[src/rtl/mem_io_pkg.sv]
// Shared constants and helpers for the MIPS150 memory map / IO controller.
package mem_io_pkg;

  // Region decode on addr[31:28], expressed as (mask, value) pairs.
  // A region hits when (addr[31:28] & MASK) == VAL.
  localparam logic [3:0] REGION_DMEM_MASK = 4'b1001;
  localparam logic [3:0] REGION_DMEM_VAL  = 4'b0001;
  localparam logic [3:0] REGION_IMEM_MASK = 4'b1010;
  localparam logic [3:0] REGION_IMEM_VAL  = 4'b0010;
  localparam logic [3:0] REGION_IO_MASK   = 4'b1111;
  localparam logic [3:0] REGION_IO_VAL    = 4'b1000;

  // IO register offsets (addr[7:0]).
  localparam logic [7:0] IO_TX_STAT = 8'h00;
  localparam logic [7:0] IO_RX_STAT = 8'h04;
  localparam logic [7:0] IO_RX_DATA = 8'h08;
  localparam logic [7:0] IO_TX_DATA = 8'h0C;
  localparam logic [7:0] IO_CYC     = 8'h10;
  localparam logic [7:0] IO_INSTR   = 8'h14;
  localparam logic [7:0] IO_CNT_CLR = 8'h18;

  typedef enum logic [2:0] {
    IO_SEL_NONE,
    IO_SEL_TX_STAT,
    IO_SEL_RX_STAT,
    IO_SEL_RX_DATA,
    IO_SEL_TX_DATA,
    IO_SEL_CYC,
    IO_SEL_INSTR,
    IO_SEL_CNT_CLR
  } io_sel_e;

  function automatic logic region_hit(input logic [3:0] region,
                                      input logic [3:0] mask,
                                      input logic [3:0] val);
    return (region & mask) == val;
  endfunction

  function automatic io_sel_e io_sel_decode(input logic [7:0] offset);
    case (offset)
      IO_TX_STAT: return IO_SEL_TX_STAT;
      IO_RX_STAT: return IO_SEL_RX_STAT;
      IO_RX_DATA: return IO_SEL_RX_DATA;
      IO_TX_DATA: return IO_SEL_TX_DATA;
      IO_CYC:     return IO_SEL_CYC;
      IO_INSTR:   return IO_SEL_INSTR;
      IO_CNT_CLR: return IO_SEL_CNT_CLR;
      default:    return IO_SEL_NONE;
    endcase
  endfunction

endpackage

[src/rtl/sync_fifo.sv]
// Small synchronous FIFO with show-ahead head data.
// Push while full and pop while empty are silently ignored, so callers
// may drive push/pop without pre-qualifying them.
module sync_fifo #(
  parameter int WIDTH = 8,
  parameter int DEPTH = 8
) (
  input  logic             clk,
  input  logic             rst,
  input  logic             push,
  input  logic [WIDTH-1:0] push_data,
  input  logic             pop,
  output logic             full,
  output logic             empty,
  output logic [WIDTH-1:0] head_data
);

  localparam int AW = $clog2(DEPTH);

  logic [WIDTH-1:0] mem [DEPTH];
  logic [AW-1:0]    wr_ptr;
  logic [AW-1:0]    rd_ptr;
  logic [AW:0]      count;
  logic             do_push;
  logic             do_pop;

  assign full      = (count == (AW + 1)'(DEPTH));
  assign empty     = (count == '0);
  assign do_push   = push && !full;
  assign do_pop    = pop && !empty;
  assign head_data = mem[rd_ptr];

  // Pointer and occupancy tracking; pointers wrap naturally at DEPTH (power of two).
  always_ff @(posedge clk) begin
    if (rst) begin
      wr_ptr <= '0;
      rd_ptr <= '0;
      count  <= '0;
    end else begin
      if (do_push) wr_ptr <= wr_ptr + 1'b1;
      if (do_pop)  rd_ptr <= rd_ptr + 1'b1;
      case ({do_push, do_pop})
        2'b10:   count <= count + 1'b1;
        2'b01:   count <= count - 1'b1;
        default: count <= count;
      endcase
    end
  end

  // Storage array; contents need no reset since occupancy gates visibility.
  always_ff @(posedge clk) begin
    if (do_push) mem[wr_ptr] <= push_data;
  end

endmodule

[src/rtl/mem_io_ctrl.sv]
// Memory-map decode and memory-mapped IO for the 3-stage MIPS150 core.
// Sits beside the X stage: decode outputs and IO read data are combinational
// from the X-stage address; the core registers io_rdata into M.
module mem_io_ctrl
  import mem_io_pkg::*;
#(
  parameter int RX_DEPTH = 8,
  parameter int CNT_W    = 32
) (
  input  logic        clk,
  input  logic        rst,
  input  logic [31:0] addr,
  input  logic [3:0]  store_mask,
  input  logic [31:0] store_data,
  input  logic        mem_read,
  input  logic        instr_valid,
  output logic [3:0]  store_mask_dmem,
  output logic [3:0]  store_mask_imem,
  output logic        load_dmem_or_io,
  output logic [31:0] io_rdata,
  input  logic [7:0]  uart_rx_data,
  input  logic        uart_rx_valid,
  output logic        uart_rx_ready,
  output logic [7:0]  uart_tx_data,
  output logic        uart_tx_valid,
  input  logic        uart_tx_ready
);

  logic [3:0]       region;
  logic             is_dmem;
  logic             is_imem;
  logic             is_io;
  logic             io_wr;
  logic             io_rd;
  io_sel_e          io_sel;

  logic             rx_push;
  logic             rx_pop;
  logic             rx_full;
  logic             rx_empty;
  logic [7:0]       rx_head;

  logic             tx_full;
  logic [7:0]       tx_byte;
  logic             tx_wr;

  logic [CNT_W-1:0] cyc_cnt;
  logic [CNT_W-1:0] instr_cnt;
  logic             cnt_clr;

  // Only the region nibble and the low offset byte participate in decode,
  // and the TX register keeps just the low byte of the store data.
  logic unused_bits;
  assign unused_bits = ^{addr[27:8], store_data[31:8]};

  assign region  = addr[31:28];
  assign is_dmem = region_hit(region, REGION_DMEM_MASK, REGION_DMEM_VAL);
  assign is_imem = region_hit(region, REGION_IMEM_MASK, REGION_IMEM_VAL);
  assign is_io   = region_hit(region, REGION_IO_MASK, REGION_IO_VAL);
  assign io_sel  = io_sel_decode(addr[7:0]);

  assign io_wr   = is_io && (store_mask != 4'b0000);
  assign io_rd   = is_io && mem_read;

  // Region decode into write enables and the load-source select.
  always_comb begin
    store_mask_dmem = is_dmem ? store_mask : 4'b0000;
    store_mask_imem = is_imem ? store_mask : 4'b0000;
    load_dmem_or_io = is_io;
  end

  // RX path: accept whenever there is room; a load of the RX data register
  // pops at the edge while the pre-pop head is returned this cycle.
  assign uart_rx_ready = !rx_full;
  assign rx_push       = uart_rx_valid && uart_rx_ready;
  assign rx_pop        = io_rd && (io_sel == IO_SEL_RX_DATA);

  sync_fifo #(
    .WIDTH (8),
    .DEPTH (RX_DEPTH)
  ) u_rx_fifo (
    .clk       (clk),
    .rst       (rst),
    .push      (rx_push),
    .push_data (uart_rx_data),
    .pop       (rx_pop),
    .full      (rx_full),
    .empty     (rx_empty),
    .head_data (rx_head)
  );

  assign tx_wr   = io_wr && (io_sel == IO_SEL_TX_DATA);
  assign cnt_clr = io_wr && (io_sel == IO_SEL_CNT_CLR);

  // TX holding register: a write is only taken while empty, so a write that
  // coincides with the draining handshake is dropped and the byte stays stable.
  always_ff @(posedge clk) begin
    if (rst) begin
      tx_full <= 1'b0;
      tx_byte <= 8'h00;
    end else if (tx_full) begin
      if (uart_tx_ready) tx_full <= 1'b0;
    end else if (tx_wr) begin
      tx_full <= 1'b1;
      tx_byte <= store_data[7:0];
    end
  end

  assign uart_tx_valid = tx_full;
  assign uart_tx_data  = tx_byte;

  // Free-running cycle counter and retired-instruction counter; clear wins.
  always_ff @(posedge clk) begin
    if (rst || cnt_clr) begin
      cyc_cnt   <= '0;
      instr_cnt <= '0;
    end else begin
      cyc_cnt <= cyc_cnt + 1'b1;
      if (instr_valid) instr_cnt <= instr_cnt + 1'b1;
    end
  end

  // IO read mux; write-only and unmapped offsets read as zero.
  always_comb begin
    io_rdata = 32'h0000_0000;
    case (io_sel)
      IO_SEL_TX_STAT: io_rdata = {31'b0, !tx_full};
      IO_SEL_RX_STAT: io_rdata = {31'b0, !rx_empty};
      IO_SEL_RX_DATA: io_rdata = rx_empty ? 32'h0000_0000 : {24'b0, rx_head};
      IO_SEL_CYC:     io_rdata = 32'(cyc_cnt);
      IO_SEL_INSTR:   io_rdata = 32'(instr_cnt);
      default:        io_rdata = 32'h0000_0000;
    endcase
  end

endmodule

[config.mk]
export PLATFORM = sky130hd
export DESIGN_NAME = mem_io_ctrl
export DESIGN_NICKNAME = d
export VERILOG_FILES = /design/src/rtl/mem_io_pkg.sv /design/src/rtl/sync_fifo.sv /design/src/rtl/mem_io_ctrl.sv
export SDC_FILE = /design/constraint.sdc
export NUM_CORES = 1
export LEC_CHECK = 0
export CORE_UTILIZATION = 30
export CTS_CLUSTER_SIZE = 30
export DETAILED_ROUTE_END_ITERATION = 16
export PLACE_DENSITY = 0.51
export SKIP_CTS_REPAIR_TIMING = 1
export SYNTH_ARGS = -nofsm -noshare
export SYNTH_HDL_FRONTEND = slang
export SYNTH_SLANG_ARGS = --single-unit
[constraint.sdc]
create_clock -name clk -period 4.5 [get_ports clk]
set_clock_uncertainty 0.15 [all_clocks]
set_input_delay 0.9 -clock clk [delete_from_list [all_inputs] [get_ports clk]]
set_output_delay 0.9 -clock clk [all_outputs]
set_load 0.05 [all_outputs]
==> impl_metrics.tcl, run 1 <==
set metrics [dict create \
    power_frac_seq_pct 48.9 \
    cts_max_level 4 \
    cp.arrival_ns 3.20 \
    postRouteAntennaNets 0 \
    cp_max_fo 9 \
    synth_area_leaders "edfxtp_1 28%, dfxtp_1 25%, mux4_2 5.5%" \
    syn_area_um2 6950 \
    synth_cell_types 49 \
    clk_pin_slew_worst_paths_ns 0.06 \
    synth-edff-count 64 \
    p_sw_share_pct 23.5 \
    core_area_um2 22700 \
    place_congestion 0.758 \
    wl_um 17700 \
    fmax_ghz 0.235 \
    ioPinCount 133 \
    wire_per_inst_um 17.5 \
    cts_tree "yes" \
    cts_max_path_buffers 2 \
    cts_buffers 17 \
    start_util_pct 30.6 \
    portBuffers 88 \
    worstSetupPathType "input port to primary output" \
    pwr-share-clk_pct 46.4 \
    root_buffer "clkbuf_16" \
    tns_ns 0 \
    cap_violations 0 \
    grt_antenna_before_repair 0 \
    p_sw_mw 0.700 \
    tightest_slew_ns 0.917 \
    die_w_um 154 \
    fin_nets 804 \
    final_max_slew_viol_count 0 \
    drtIter0Drc 317 \
    status "finished, final reports clean" \
    finalHoldViolCount 0 \
    synthArstFlopShare_pct 0 \
    clock_latency_ns 0.43 \
    cts_num_sinks 150 \
    fin_crit_ns 4.25 \
    final_min_period_over_clock_period_pct 94.5 \
    critical_path_required_ns 3.45 \
    ys_seq_elements 150 \
    grt_usage_pct 15.6 \
    drive_above_1_share_pct 15.8 \
    synth_fp_nets 724 \
    grt-ovfl-total 0 \
    setup_viol 0 \
    place_inst 981 \
    syn2layout_area_growth_pct 30.4 \
    die_y_um 154 \
    synth-main-ff-cell "dfxtp_1" \
    grt_pass1_wl_um 28800 \
    grt_max_degree 32 \
    synth_area_leader_cell "edfxtp_1" \
    comb_power_share_pct 4.7 \
    drcViolationCount 0 \
    relSlewSlack_pct 38.8 \
    synth_area_per_cell_um2 11.0 \
    yosysSeqAreaShare_pct 52.4 \
    grt_pass1_vias 5411 \
    start_kind "input port" \
    yosysWarnings 0 \
    vdd_drop_max_mv 0.252 \
    worst_setup_path_end_kind "primary output" \
    powerDensity_nw_per_um2 329 \
    hold_path.class "register to register" \
    rsz0062_at_grt "no" \
    p_int_mw 2.28 \
    via_per_inst 5.32 \
    synth_top_area_share_pct 27.6 \
    diodes 0 \
    power.leakage_nw 2.87 \
    fp.dieArea_um2 23800 \
    synthCells 635 \
    p_total_mw 2.98 \
    hpwl_um 12600 \
    rows 55 \
    fin_cells 1013 \
    num_vias 5392 \
    first_pass_iters 4 \
]
[metal layers]
metal | share of wire (%) | GRT usage [%] | wire length [um] | vias to the layer above
met5 | 0 | 0 | 0 | -
met4 | 1.6 | 5.00 | 282 | 0
met3 | 3.4 | 3.64 | 596 | 19
met2 | 52 | 28.1 | 9290 | 93
met1 | 43 | 18.3 | 7560 | 2662
li1 | - | - | - | 2618
[layout by cell type, fill, tap and decap left out, types with 7 or more instances in the layout]
cell type        count
dfxtp_1             86
edfxtp_1            64
clkdlybuf4s50_1     56
a21oi_1             53
nor2_1              36
buf_12              34
nand3_1             31
or4_1               29
o21ai_0             29
a22o_1              24
nand2_1             23
o31ai_1             23
nand4_1             21
xor2_1              17
or3_1               17
mux4_2              17
clkbuf_16           17
buf_4               13
and2_1              12
xnor2_1             11
and4_1              11
mux2i_1             10
inv_1                9
nor4_1               8
and3_1               7
a22oi_1              7
ha_1                 7
[final cells by class]
type	instances	area, um^2
Timing Repair Buffer	103	1340
Inverter	9	33.8
Tap cell	285	357
Sequential cell	150	3640
Multi-Input combinational cell	434	3130
Fill cell	2199	13600
Clock buffer	17	425
Clock inverter	15	144
[worst max-delay path, stage by stage]
cell and delay, ns:
clkdlybuf4s50_1 0.40, or4_4 0.55, or3_4 0.38, or2_2 0.41, o21ai_0 0.27, buf_4 0.17, buf_12 0.12
[cell usage after synthesis, types with 9 or more instances]
library cell	n
dfxtp_1	86
edfxtp_1	64
a21oi_1	53
nor2_1	36
nand3_1	31
o21ai_0	29
or4_1	29
clkbuf_1	27
a22o_1	24
nand2_1	23
o31ai_1	23
nand4_1	21
mux4_2	17
or3_1	17
xor2_1	17
buf_2	13
and2_1	12
and4_1	11
xnor2_1	11
mux2i_1	10
nor4_1	10
inv_1	9
[sequential cells by signal, summed over array words and instances, names as in the netlist, named ones only]
register / cells
uart_tx_data: 8
u_rx_fifo.count: 4
cyc_cnt: 32
u_rx_fifo.rd_ptr: 3
u_rx_fifo.wr_ptr: 3
instr_cnt: 32
uart_tx_valid: 1
u_rx_fifo.mem: 64
[per-stage QoR]
stage | setup WS (ns) | area [um^2] | utilization, % | hold slack (ns)
after detailed placement | 0.162 | 8500 | 37.4 | 0.320
final | 0.246 | 9070 | 39.9 | 0.328
after CTS | 0.179 | 9070 | 39.9 | 0.334
after global placement | 0.198 | 8500 | 37.4 | 0.313
after global routing | 0.140 | 9070 | 39.9 | 0.353
after floorplan | 0.00385 | 6960 | - | 0.287
[cell families after synthesis]
kind of cell / share of synthesized area, %
xor+xnor: 3.53
simple gates: 19.3
mux: 7.27
buf+inv: 3.09
compound gates: 13.2
flops: 52.4
fa+ha+maj: 1.26
[worst paths after layout]
| path | start | to | slack (ns) | cells after the start |
|---|---|---|---|---|
| max reg2reg | u_rx_fifo.count[0] | u_rx_fifo.count[2] | 1.30 | 11 |
| min | uart_tx_data[0] | uart_tx_data[0] | 0.33 | 2 |
| max | addr[1] | io_rdata[2] | 0.25 | 7 |
| min reg2reg | uart_tx_data[0] | uart_tx_data[0] | 0.33 | 2 |
[power groups by stage]
stage,Combinational (mW),Sequential (mW),Clock (mW)
after floorplan,0.0737,1.48,0
after global placement,0.138,1.48,0
after detailed placement,0.142,1.49,0
after CTS,0.143,1.46,1.42
after global routing,0.154,1.46,1.48
final,0.141,1.46,1.38
No activity file was read; power rests on OpenSTA's default activity.
==> run 2, diff against run 1 <==
--- a/config.mk
+++ b/config.mk
@@ -8,7 +8,7 @@
 export CORE_UTILIZATION = 30
 export CTS_CLUSTER_SIZE = 30
 export DETAILED_ROUTE_END_ITERATION = 16
-export PLACE_DENSITY = 0.51
+export REMOVE_ABC_BUFFERS = 1
 export SKIP_CTS_REPAIR_TIMING = 1
 export SYNTH_ARGS = -nofsm -noshare
 export SYNTH_HDL_FRONTEND = slang
==> run 2 against run 1 <==
Total power down 0.69%. Register-to-register slack gained 0.09 ns. First-iteration DRC count shrank 14%. Critical path depth is 1 lower. Largest power group unchanged. Hold slack hardly changed. Highest routed layer is now met5. Die area stayed put. Worst setup slack improved by 0.057 ns. Sequential cell count unchanged. Sequential power about the same.
==> impl_metrics.tcl, run 2 (synthesis gave the netlist of run 1 again) <==
set metrics [dict create \
    cts_tree "yes" \
    fin_crit_ns 4.20 \
    ioPinCount 133 \
    fin_nets 807 \
    final_cell_mix "86 x dfxtp_1, 64 x edfxtp_1, 56 x clkdlybuf4s50_1" \
    busiest_layer "met2" \
    via_per_inst 5.26 \
    hpwl_um 11300 \
    die_y_um 154 \
    tns_ns 0 \
    fin_cells 1015 \
    hold_ws_ns 0.328 \
    critical_path_required_ns 3.45 \
    reg_top3 "u_rx_fifo.mem (64), cyc_cnt (32), instr_cnt (32)" \
    first_pass_iters 4 \
    die_w_um 154 \
    pwr-share-clk_pct 46.0 \
    grt_pass1_wl_um 27100 \
    root_buffer "clkbuf_16" \
    r2r-end "u_rx_fifo.count[2]" \
    postRouteAntennaNets 0 \
    p_total_mw 2.96 \
    slowest_stage "or4_4" \
    worstHoldEndpoint "uart_tx_data[1]" \
    grt_pass1_vias 5138 \
    drtIter0Drc 273 \
    setup_viol 0 \
    vdd_drop_max_mv 0.229 \
    portBuffers 88 \
    placed_area_um2 8530 \
    power.leakage_nw 2.88 \
    drcViolationCount 0 \
    wire_per_inst_um 16.4 \
    tightest_slew_ns 0.904 \
    top_register "u_rx_fifo.mem" \
    cp_max_fo 9 \
    dpl_worst_slack_ns 0.212 \
    hold_path.class "register to register" \
    hold_path.startpoint "uart_tx_data[1]" \
    cts_max_path_buffers 2 \
    nFillCells 2189 \
    final_core_util_pct 40.0 \
    drive_above_1_share_pct 15.5 \
    grt_usage_pct 14.6 \
    use_met2_pct 24.2 \
    power_frac_seq_pct 49.2 \
    clock_latency_ns 0.42 \
    comb_power_share_pct 4.7 \
    finalHoldViolCount 0 \
    p_sw_share_pct 21.8 \
    powerDensity_nw_per_um2 326 \
    worst_setup_path_end_kind "primary output" \
    grtUsageMet3_pct 2.89 \
    layout_commonest_cell "dfxtp_1" \
    cts_max_level 4 \
    worstSetupPathType "input port to primary output" \
    cap_violations 0 \
    final_max_slew_viol_count 0 \
    clk_pin_slew_worst_paths_ns 0.06 \
    num_vias 5336 \
    r2r-start "u_rx_fifo.count[1]" \
    r2r_slack_ns 1.39 \
    place_congestion 0.765 \
    final_area_um2 9090 \
    cts_buffers 17 \
    grt_antenna_before_repair 1 \
    core_area_um2 22700 \
    fp.dieArea_um2 23800 \
    relSlewSlack_pct 39.4 \
    fmax_ghz 0.238 \
    status "finished, final reports clean" \
    reg2reg_depth 11 \
    cts_num_sinks 150 \
    grt_max_degree 32 \
    path_cells "clkdlybuf4s50_1 > or4_4 > or3_4 > or2_2 > o21ai_1 > buf_12" \
    largest_reg_flops 64 \
    final_min_period_over_clock_period_pct 93.3 \
    rsz0062_at_grt "no" \
    diodes 0 \
    p_int_mw 2.31 \
    wl_um 16600 \
    grt-ovfl-total 0 \
    fin_ws_ns 0.303 \
    grtUsageMet1_pct 18.8 \
    start_kind "input port" \
    slowest_delay_ns 0.55 \
    p_sw_mw 0.646 \
    cp.arrival_ns 3.15 \
    start_util_pct 30.6 \
    syn2layout_area_growth_pct 30.7 \
    place_inst 984 \
    hold_path_depth 2 \
    rows 55 \
]
run 2: cell count changes in the layout (fill, tap and decap cells not counted), moves of 2 or more:
cell / delta
inv_8: -2
buf_4: +2
clkinv_1: +3
inv_6: -2
clkinv_4: -2
clkinvlp_2: +2
run 2: worst max path at each step:
stage               startpoint                 end  depth (start not counted)
floorplan              addr[1]         io_rdata[2]                          4
global placement       addr[1]  u_rx_fifo.count[2]                         12
detailed placement     addr[1]  u_rx_fifo.count[2]                         12
CTS                    addr[1]         io_rdata[2]                          9
global route           addr[1]         io_rdata[3]                          9
finish                 addr[1]         io_rdata[1]                          6
run 2: routing by layer:
layer  routed length [um]  up-vias
met5                   12        -
met1                 7600     2594
met3                  571       24
li1                     -     2626
met2                 8180       90
met4                  272        2
run 2: area by class of cell:
type | count | area (um^2) | share of cell area [%]
clock buffers | 17 | 425 | 4.68
well taps | 285 | 357 | 3.92
multi-input cells | 434 | 3120 | 34.4
inverters | 9 | 33.8 | 0.372
repair buffers | 106 | 1370 | 15.1
clock inverters | 14 | 133 | 1.46
flip-flops and latches | 150 | 3640 | 40.1
run 2: critical path, delay by kind of cell:
family | cells | cell delay, ns
AND/OR/NAND/NOR | 3 | 1.33
buffers and inverters | 2 | 0.58
AO/OA/AOI/OAI | 1 | 0.32
run 2: power by group through the flow:
stage	Sequential [mW]	Clock, mW	Combinational, mW
after floorplan	1.48	0	0.0632
after global placement	1.48	0	0.140
after detailed placement	1.49	0	0.141
after CTS	1.46	1.39	0.141
after global routing	1.46	1.45	0.153
final	1.46	1.36	0.140
==> run 3, diff against run 2 <==
--- a/config.mk
+++ b/config.mk
@@ -5,11 +5,13 @@
 export SDC_FILE = /design/constraint.sdc
 export NUM_CORES = 1
 export LEC_CHECK = 0
+export CAP_MARGIN = 20
 export CORE_UTILIZATION = 30
-export CTS_CLUSTER_SIZE = 30
+export CTS_CLUSTER_SIZE = 8
 export DETAILED_ROUTE_END_ITERATION = 16
 export REMOVE_ABC_BUFFERS = 1
 export SKIP_CTS_REPAIR_TIMING = 1
 export SYNTH_ARGS = -nofsm -noshare
 export SYNTH_HDL_FRONTEND = slang
 export SYNTH_SLANG_ARGS = --single-unit
+export TNS_END_PERCENT = 1
==> results of run 3 <==
No change in the layout: final DEF, timing and power equal those of run 2.
